File: src/rtl/vga_scanout_if.sv
// Framebuffer read port: vga_scanout issues reads (master), the framebuffer RAM answers (slave).
interface vga_scanout_if;
  logic        rd_en;
  logic [17:0] rd_addr;
  logic [3:0]  rd_data;

  modport master (output rd_en, output rd_addr, input rd_data);
  modport slave  (input rd_en, input rd_addr, output rd_data);
endinterface

File: src/rtl/vga_scanout.sv
// 640x480@60 VGA scanout of a double-buffered 320x240x4 framebuffer with 2x2 pixel replication.
// Timing flags ride a shift register matched to the RAM latency so syncs and RGB switch together.
module vga_scanout #(
  parameter int H_ACTIVE = 640,
  parameter int H_FP     = 16,
  parameter int H_SYNC   = 96,
  parameter int H_BP     = 48,
  parameter int V_ACTIVE = 480,
  parameter int V_FP     = 10,
  parameter int V_SYNC   = 2,
  parameter int V_BP     = 33,
  parameter int FB_W     = 320,
  parameter int RD_LAT   = 2
) (
  input  logic          clk,
  input  logic          reset_n,
  input  logic          buffer_select,
  vga_scanout_if.master fb,
  output logic          front_buffer,
  output logic          frame_done,
  output logic          vblank,
  output logic [3:0]    vga_r,
  output logic [3:0]    vga_g,
  output logic [3:0]    vga_b,
  output logic          vga_hs,
  output logic          vga_vs
);

  localparam int H_TOTAL = H_ACTIVE + H_FP + H_SYNC + H_BP;
  localparam int V_TOTAL = V_ACTIVE + V_FP + V_SYNC + V_BP;

  localparam logic [9:0] H_ACT    = 10'(H_ACTIVE);
  localparam logic [9:0] H_LAST   = 10'(H_TOTAL - 1);
  localparam logic [9:0] HS_START = 10'(H_ACTIVE + H_FP);
  localparam logic [9:0] HS_END   = 10'(H_ACTIVE + H_FP + H_SYNC);
  localparam logic [9:0] V_ACT    = 10'(V_ACTIVE);
  localparam logic [9:0] V_LAST   = 10'(V_TOTAL - 1);
  localparam logic [9:0] V_SWAP   = 10'(V_ACTIVE - 1);
  localparam logic [9:0] VS_START = 10'(V_ACTIVE + V_FP);
  localparam logic [9:0] VS_END   = 10'(V_ACTIVE + V_FP + V_SYNC);

  typedef struct packed {
    logic active;
    logic hs_n;
    logic vs_n;
    logic vblank;
  } timing_t;

  localparam timing_t TIMING_IDLE = '{active: 1'b0, hs_n: 1'b1, vs_n: 1'b1, vblank: 1'b0};

  logic        r_pix_en;
  logic [9:0]  r_h_cnt;
  logic [9:0]  r_v_cnt;
  timing_t     r_timing [RD_LAT+1];
  logic [RD_LAT-1:0] r_rd_vld;
  logic [3:0]  r_gray;

  timing_t     w_timing;
  logic [16:0] w_y;
  logic [16:0] w_row;
  logic [16:0] w_pix_idx;
  logic        w_tick_active;
  logic        w_swap;

  // NOTE: every field is assigned on every pass, so this stays pure combinational logic.
  always_comb begin
    w_timing.active = (r_h_cnt < H_ACT) && (r_v_cnt < V_ACT);
    w_timing.hs_n   = !((r_h_cnt >= HS_START) && (r_h_cnt < HS_END));
    w_timing.vs_n   = !((r_v_cnt >= VS_START) && (r_v_cnt < VS_END));
    w_timing.vblank = (r_v_cnt >= V_ACT);
  end

  assign w_y = 17'(r_v_cnt[9:1]);

  generate
    if (FB_W == 320) begin : g_row_320
      assign w_row = (w_y << 8) + (w_y << 6);
    end else begin : g_row_mul
      assign w_row = w_y * 17'(FB_W);
    end
  endgenerate

  assign w_pix_idx     = w_row + 17'(r_h_cnt[9:1]);
  assign w_tick_active = r_pix_en && w_timing.active;
  assign w_swap        = r_pix_en && (r_h_cnt == H_LAST) && (r_v_cnt == V_SWAP);

  // NOTE: all state uses non-blocking assignments so every register samples pre-edge values.
  always_ff @(posedge clk) begin
    if (!reset_n) begin
      r_pix_en     <= 1'b0;
      r_h_cnt      <= '0;
      r_v_cnt      <= '0;
      fb.rd_en     <= 1'b0;
      fb.rd_addr   <= '0;
      front_buffer <= 1'b0;
      frame_done   <= 1'b0;
      // NOTE: the delay line is a handful of flops, so it is cleared to idle timing rather than left unreset.
      for (int i = 0; i <= RD_LAT; i++) r_timing[i] <= TIMING_IDLE;
      r_rd_vld     <= '0;
      r_gray       <= '0;
      vga_hs       <= 1'b1;
      vga_vs       <= 1'b1;
      vblank       <= 1'b0;
    end else begin
      r_pix_en <= !r_pix_en;

      if (r_pix_en) begin
        if (r_h_cnt == H_LAST) begin
          r_h_cnt <= '0;
          r_v_cnt <= (r_v_cnt == V_LAST) ? '0 : r_v_cnt + 10'd1;
        end else begin
          r_h_cnt <= r_h_cnt + 10'd1;
        end
        r_timing[0] <= w_timing;
      end

      fb.rd_en <= w_tick_active;
      if (w_tick_active) fb.rd_addr <= {front_buffer, w_pix_idx};

      frame_done <= w_swap;
      if (w_swap) front_buffer <= buffer_select;

      for (int i = 1; i <= RD_LAT; i++) r_timing[i] <= r_timing[i-1];
      r_rd_vld <= (r_rd_vld << 1) | RD_LAT'(fb.rd_en);

      // Capture only on the cycle the RAM answers; hold for the replicated second clk.
      if (!r_timing[RD_LAT].active) r_gray <= '0;
      else if (r_rd_vld[RD_LAT-1])  r_gray <= fb.rd_data;

      vga_hs <= r_timing[RD_LAT].hs_n;
      vga_vs <= r_timing[RD_LAT].vs_n;
      vblank <= r_timing[RD_LAT].vblank;
    end
  end

  assign vga_r = r_gray;
  assign vga_g = r_gray;
  assign vga_b = r_gray;

endmodule

File: src/flat_wrapper.sv
// flat-port wrapper written by rule: the top's interface ports become plain ports
module vga_scanout_flat 
#(
  parameter int H_ACTIVE = 640,
  parameter int H_FP     = 16,
  parameter int H_SYNC   = 96,
  parameter int H_BP     = 48,
  parameter int V_ACTIVE = 480,
  parameter int V_FP     = 10,
  parameter int V_SYNC   = 2,
  parameter int V_BP     = 33,
  parameter int FB_W     = 320,
  parameter int RD_LAT   = 2
)
  (clk, reset_n, buffer_select, front_buffer, frame_done, vblank, vga_r, vga_g, vga_b, vga_hs, vga_vs, fb_rd_en, fb_rd_addr, fb_rd_data);
  vga_scanout_if fb_i ();
  input  logic clk;
  input  logic reset_n;
  input  logic buffer_select;
  output logic front_buffer;
  output logic frame_done;
  output logic vblank;
  output logic [3:0] vga_r;
  output logic [3:0] vga_g;
  output logic [3:0] vga_b;
  output logic vga_hs;
  output logic vga_vs;
  output wire logic [$bits(fb_i.rd_en)-1:0] fb_rd_en;
  output wire logic [$bits(fb_i.rd_addr)-1:0] fb_rd_addr;
  input wire logic [$bits(fb_i.rd_data)-1:0] fb_rd_data;
  assign fb_rd_en = fb_i.rd_en;
  assign fb_rd_addr = fb_i.rd_addr;
  assign fb_i.rd_data = fb_rd_data;
  vga_scanout #(.H_ACTIVE(H_ACTIVE), .H_FP(H_FP), .H_SYNC(H_SYNC), .H_BP(H_BP), .V_ACTIVE(V_ACTIVE), .V_FP(V_FP), .V_SYNC(V_SYNC), .V_BP(V_BP), .FB_W(FB_W), .RD_LAT(RD_LAT)) u_core (.clk(clk), .reset_n(reset_n), .buffer_select(buffer_select), .fb(fb_i), .front_buffer(front_buffer), .frame_done(frame_done), .vblank(vblank), .vga_r(vga_r), .vga_g(vga_g), .vga_b(vga_b), .vga_hs(vga_hs), .vga_vs(vga_vs));
endmodule
File: config.mk
export PLATFORM = sky130hd
export DESIGN_NAME = vga_scanout_flat
export DESIGN_NICKNAME = d
export VERILOG_FILES = /design/src/rtl/vga_scanout_if.sv /design/src/rtl/vga_scanout.sv /design/src/flat_wrapper.sv
export SDC_FILE = /design/constraint.sdc
export NUM_CORES = 1
export LEC_CHECK = 0
export CAP_MARGIN = 25
export CORE_MARGIN = 10
export CORE_UTILIZATION = 39
export DETAILED_ROUTE_END_ITERATION = 10
export HOLD_SLACK_MARGIN = 0.06
export PLACE_DENSITY_LB_ADDON = 0.3
export SLEW_MARGIN = 20
export SYNTH_ARGS = -nofsm -noshare
export SYNTH_HDL_FRONTEND = slang
export SYNTH_SLANG_ARGS = --single-unit
File: constraint.sdc
create_clock -name clk -period 6.1 [get_ports clk]
set_clock_uncertainty 0.15 [all_clocks]
set_input_delay 1.83 -clock clk [delete_from_list [all_inputs] [get_ports clk]]
set_output_delay 1.83 -clock clk [all_outputs]
set_load 0.02 [all_outputs]
* Yosys cells after proc, flatten, opt, wreduce, memory -nomap -nowiden
Memory sizes are Yosys's and may differ from the RTL's. Cells that the tools add are included.
Operators by class: eq/ne operators 3, magnitude comparators 7, muxes and demuxes 10, add/subtract/negate cells 4, bitwise logic cells 4, reductions and logical operators 11
Operator list (number):
- adder 10 x 1 -> 10 bit, second input constant | 2
- equality test 10 bit, second input constant | 2
- greater-or-equal comparator 10 x 9 -> 1 bit, second input constant | 2
- < comparator 10 bit, second input constant | 2
- < comparator 10 x 9 -> 1 bit, second input constant | 2
- 2-to-1 mux 10 bit | 2
- adder 17 x 15 -> 17 bit | 1
- adder 17 x 9 -> 17 bit | 1
- 2-to-1 mux 4 bit | 3
- equality test 10 x 9 -> 1 bit, second input constant | 1
- greater-or-equal comparator 10 bit, second input constant | 1
- logical AND 1 bit | 6
- 2-to-1 mux 1 bit | 5
- AND reduction 2 bit | 2
- zero test 1 bit | 3
- OR 1 bit | 3
- OR 2 x 1 -> 2 bit | 1
Word-level totals: input port bits 7, logic and storage cells 52, register bits 51, RAM bits 12, memories 1
Memory list:
- u_core.r_timing | depth 3, bits a word 4, rd ports 3, clocked after Yosys merged registers in 0, write ports 3, line vga_scanout.sv:54 | timing_t r_timing [RD_LAT+1];

* Longest topological paths before layout
depth in word-level cells 4, depth in mapped cells 9, depth with buffers taken out 9

* Least setup slack after synthesis
Ideal clock, no wire load.
path type input to register, start input port reset_n, end register u_core.fb.rd_addr[14], arrival time 2696 ps, path buffers 1, cell stages on the path 4, slack 3175 ps, data required time 5871 ps, cells stage by stage clkbuf_1 > inv_1 > or3_1 > o211ai_1
RTL lines:
- start, declared | line flat_wrapper.sv:18 | input logic reset_n;
- end signal, assigned | line vga_scanout.sv:118 | if (w_tick_active) fb.rd_addr <= {front_buffer, w_pix_idx};
- end, declared | line vga_scanout_if.sv:7 | modport master (output rd_en, output rd_addr, input rd_data);

==> impl_metrics.ini <==
[sta]
fin_crit_ps = 3460
setup_tns_ps = 0
fmax_ghz = 0.289
finalSetupViolCount = 0
finalMaxSlewViolations = 0
rsz0062_at_grt = no
setup_slack_ps = 2640
worst_pin_slew_ps = 778
post-route-period-util_pct = 56.7
hold_viol_final = 0
max-slew-margin-rel_pct = 47.8

[final_layout]
area_growth_pct = 22.3
antennaDiodeCount = 0
fin_util_pct = 48.6
final_layout_size_suffix_gt1_share_pct = 4.88
nets = 394

[power_and_ir_drop]
leakage_uw = 0.00148
ir_worst_vdd_uv = 132
cellPowerDensity_nw_per_um2 = 230

[yosys]
ys_seq_area_share_pct = 45.2
synth_edf_count = 12
syn_inst = 324
synth_area_per_cell_um2 = 9.44
synth_ff_type = dfxtp_1
async_reset_ff_share_pct = 0
yosys_warnings = 0
ys_types = 43
ys_ff_latch = 63
syn-cell-area_um2 = 3060

[floorplan]
io_pins = 43
die_area_um2 = 11800
die_w_um = 109
coreArea_um2 = 7690
start_util_pct = 39.8
rows = 32
die_h_um = 109

[global_routing]
globalRouteTotalUtil_pct = 11.1
grt_antenna_before_repair = 0
grt_pass1_vias = 2201
grt_max_degree = 29
grt_overflow = 0
grt_pass1_wl_um = 10500

[routing]
drt_wl_total_um = 6310
ant_nets = 0
post_drt_wl_per_cell_um = 13.4
remaining_drc_errors = 0
viasPerCell = 4.95
drt_iter0_drc = 154
drtPass1Iterations = 4
vias = 2330

[worst_setup_path]
ff2ff_setup_slack_ps = 3150
crit_chain = clkdlybuf4s50_1 -> buf_4 -> inv_1 -> or3_1 -> o211ai_1
start_kind = primary input
path_delay_family = buffers and inverters
worst_ep_required_time_ps = 6210
cp_max_fo = 28
r2r_cells = 9
worst-path-buf-inv = 3
critical_path_class = primary input to flop
cp_slowest_cell = clkdlybuf4s50_1
endpoint_kind = flop
reg2reg_to = u_core.fb.rd_addr[14]
r2r_start = u_core.r_v_cnt[1]
cp.arrival_ps = 3570
cpPeakStageDelay_ps = 460

[job]
maxCapViolCount = 0

[clock_network]
tritoncts = yes
cts_resized = 0
cts_hold_buf = 0
post_cts_buffers = 0
clk_path_buf_depth = 2
cts-buffers-inserted = 9
cts.sinks = 63
cts.clk_slew.worst_paths_ps = 60
root_buffer = clkbuf_8
htreeDepth = 3
worstSkewPairLatency_ps = 340

[run_status]
status = completed

[place]
gp_congestion = 0.795
hpwl_um = 4600
port_buffers = 42
dpl_worst_slack_ps = 2270

[min_path]
min_to = u_core.vga_vs
min_from = u_core.r_timing[0][9]
hold_depth = 1
hold_path.class = flop to flop
[placed cells by master, fill, tap and decap left out, types with 2 or more instances in the layout]
| cell | n |
|---|---|
| clkbuf_1 | 2 |
| inv_1 | 13 |
| a21oi_1 | 15 |
| clkdlybuf4s50_1 | 42 |
| o21ai_0 | 7 |
| or3_1 | 2 |
| and4_1 | 2 |
| nor3_1 | 6 |
| fa_1 | 2 |
| bufinv_16 | 2 |
| a211oi_1 | 6 |
| nand4_1 | 13 |
| o211ai_1 | 3 |
| and3_1 | 3 |
| and2_1 | 7 |
| xnor2_1 | 3 |
| nand4b_1 | 4 |
| edfxtp_1 | 12 |
| a21o_1 | 3 |
| mux2i_1 | 7 |
| nand2_1 | 29 |
| nand2b_1 | 10 |
| clkinv_2 | 2 |
| clkbuf_8 | 10 |
| xor2_1 | 16 |
| nand3_1 | 13 |
| ha_1 | 21 |
| dfxtp_1 | 51 |
| conb_1 | 8 |
| nor2_1 | 40 |
[worst max-delay path by stage]
stage / start / cells after the start / to / slack [ps]
final: reset_n / 5 / u_core.fb.rd_addr[14] / 2640
after global routing: reset_n / 5 / u_core.r_timing[0][2] / 2450
after CTS: reset_n / 5 / u_core.fb.rd_addr[14] / 2630
after detailed placement: reset_n / 5 / u_core.fb.rd_addr[14] / 2270
after global placement: reset_n / 5 / u_core.fb.rd_addr[14] / 2300
after floorplan: reset_n / 4 / u_core.fb.rd_addr[14] / 3170
[synth_stat cells (3+ instances only)]
cell type  count  area (um^2)
clkbuf_1       4         15.0
o211ai_1       3         22.5
buf_1          4         15.0
nor2_1        40          150
and2_1         7         43.8
nand2b_1      10         62.6
edfxtp_1      12          360
o21ai_0        7         35.0
buf_2          5         25.0
nand4b_1       4         35.0
a211oi_1       6         45.0
dfxtp_1       51         1020
a21o_1         3         22.5
a21oi_1       15         75.1
inv_1         13         48.8
mux2i_1        7         70.1
nand2_1       29          109
nand3_1       13         65.1
and3_1         3         18.8
ha_1          21          263
buf_4          8         60.1
nand4_1       13         81.3
nor3_1         6         30.0
xor2_1        16          140
xnor2_1        3         26.3
[area by class of cell]
type	count	area (um^2)
tap	102	128
sequential	63	1380
clock buffer	12	145
timing repair buffer	43	428
multi-input combinational	234	1540
inverter	13	48.8
clock inverter	4	70.1
fill	745	3950
[cells by family (layout without fill, tap and decap cells)]
logic type / Yosys count / in the layout / share of synthesized area [%]
adder cells (fa/ha/maj): 23 / 23 / 9.90
XOR/XNOR: 19 / 19 / 5.44
multiplexers: 7 / 7 / 2.29
AND/OR/NAND/NOR: 137 / 137 / 23.6
flip-flops: 63 / 63 / 45.2
other: 1 / 8 / 0.123
buffers and inverters: 34 / 72 / 5.36
AO/OA/AOI/OAI: 40 / 40 / 8.10
[registers in the layout (all words and copies together), names as in the netlist]
register and flops:
u_core.r_timing 12, u_core.fb.rd_en 1, u_core.r_pix_en 1, u_core.frame_done 1
u_core.vblank 1, u_core.front_buffer 1, u_core.r_v_cnt 10, u_core.r_h_cnt 10
u_core.vga_vs 1, u_core.fb.rd_addr 18, u_core.r_rd_vld 2, u_core.vga_b 4
u_core.vga_hs 1
[where the power goes]
part / total [uW] / internal [uW] / switching [uW]
Clock: 393 / 240 / 153
Sequential: 435 / 430 / 4.77
Combinational: 32.8 / 12.4 / 20.4
[routing by layer]
layer,GRT usage [%],vias up,routed length [um]
met3,3.87,9,385
met5,0,-,0
met1,13.8,1079,2980
li1,-,1191,-
met4,4.61,0,99
met2,17.2,51,2850
[through the flow]
| step | total power, uW | cells | hold slack (ps) | instance area, um^2 |
|---|---|---|---|---|
| after floorplan | 465 | 331 | 251 | 3080 |
| after global placement | 477 | 455 | 263 | 3520 |
| after detailed placement | 478 | 455 | 262 | 3520 |
| after CTS | 873 | 471 | 280 | 3740 |
| after global routing | 896 | 471 | 299 | 3740 |
| final | 861 | 471 | 276 | 3740 |
[worst reg2reg max path: cells and delay by family (launching register included)]
family / cells / cell delay (ps)
AOI/OAI and AO/OA: 5 / 1150
adders and majority gates: 2 / 920
DFF: 1 / 460
buffers and inverters: 2 / 190
Power figures use the tool's default switching activity.
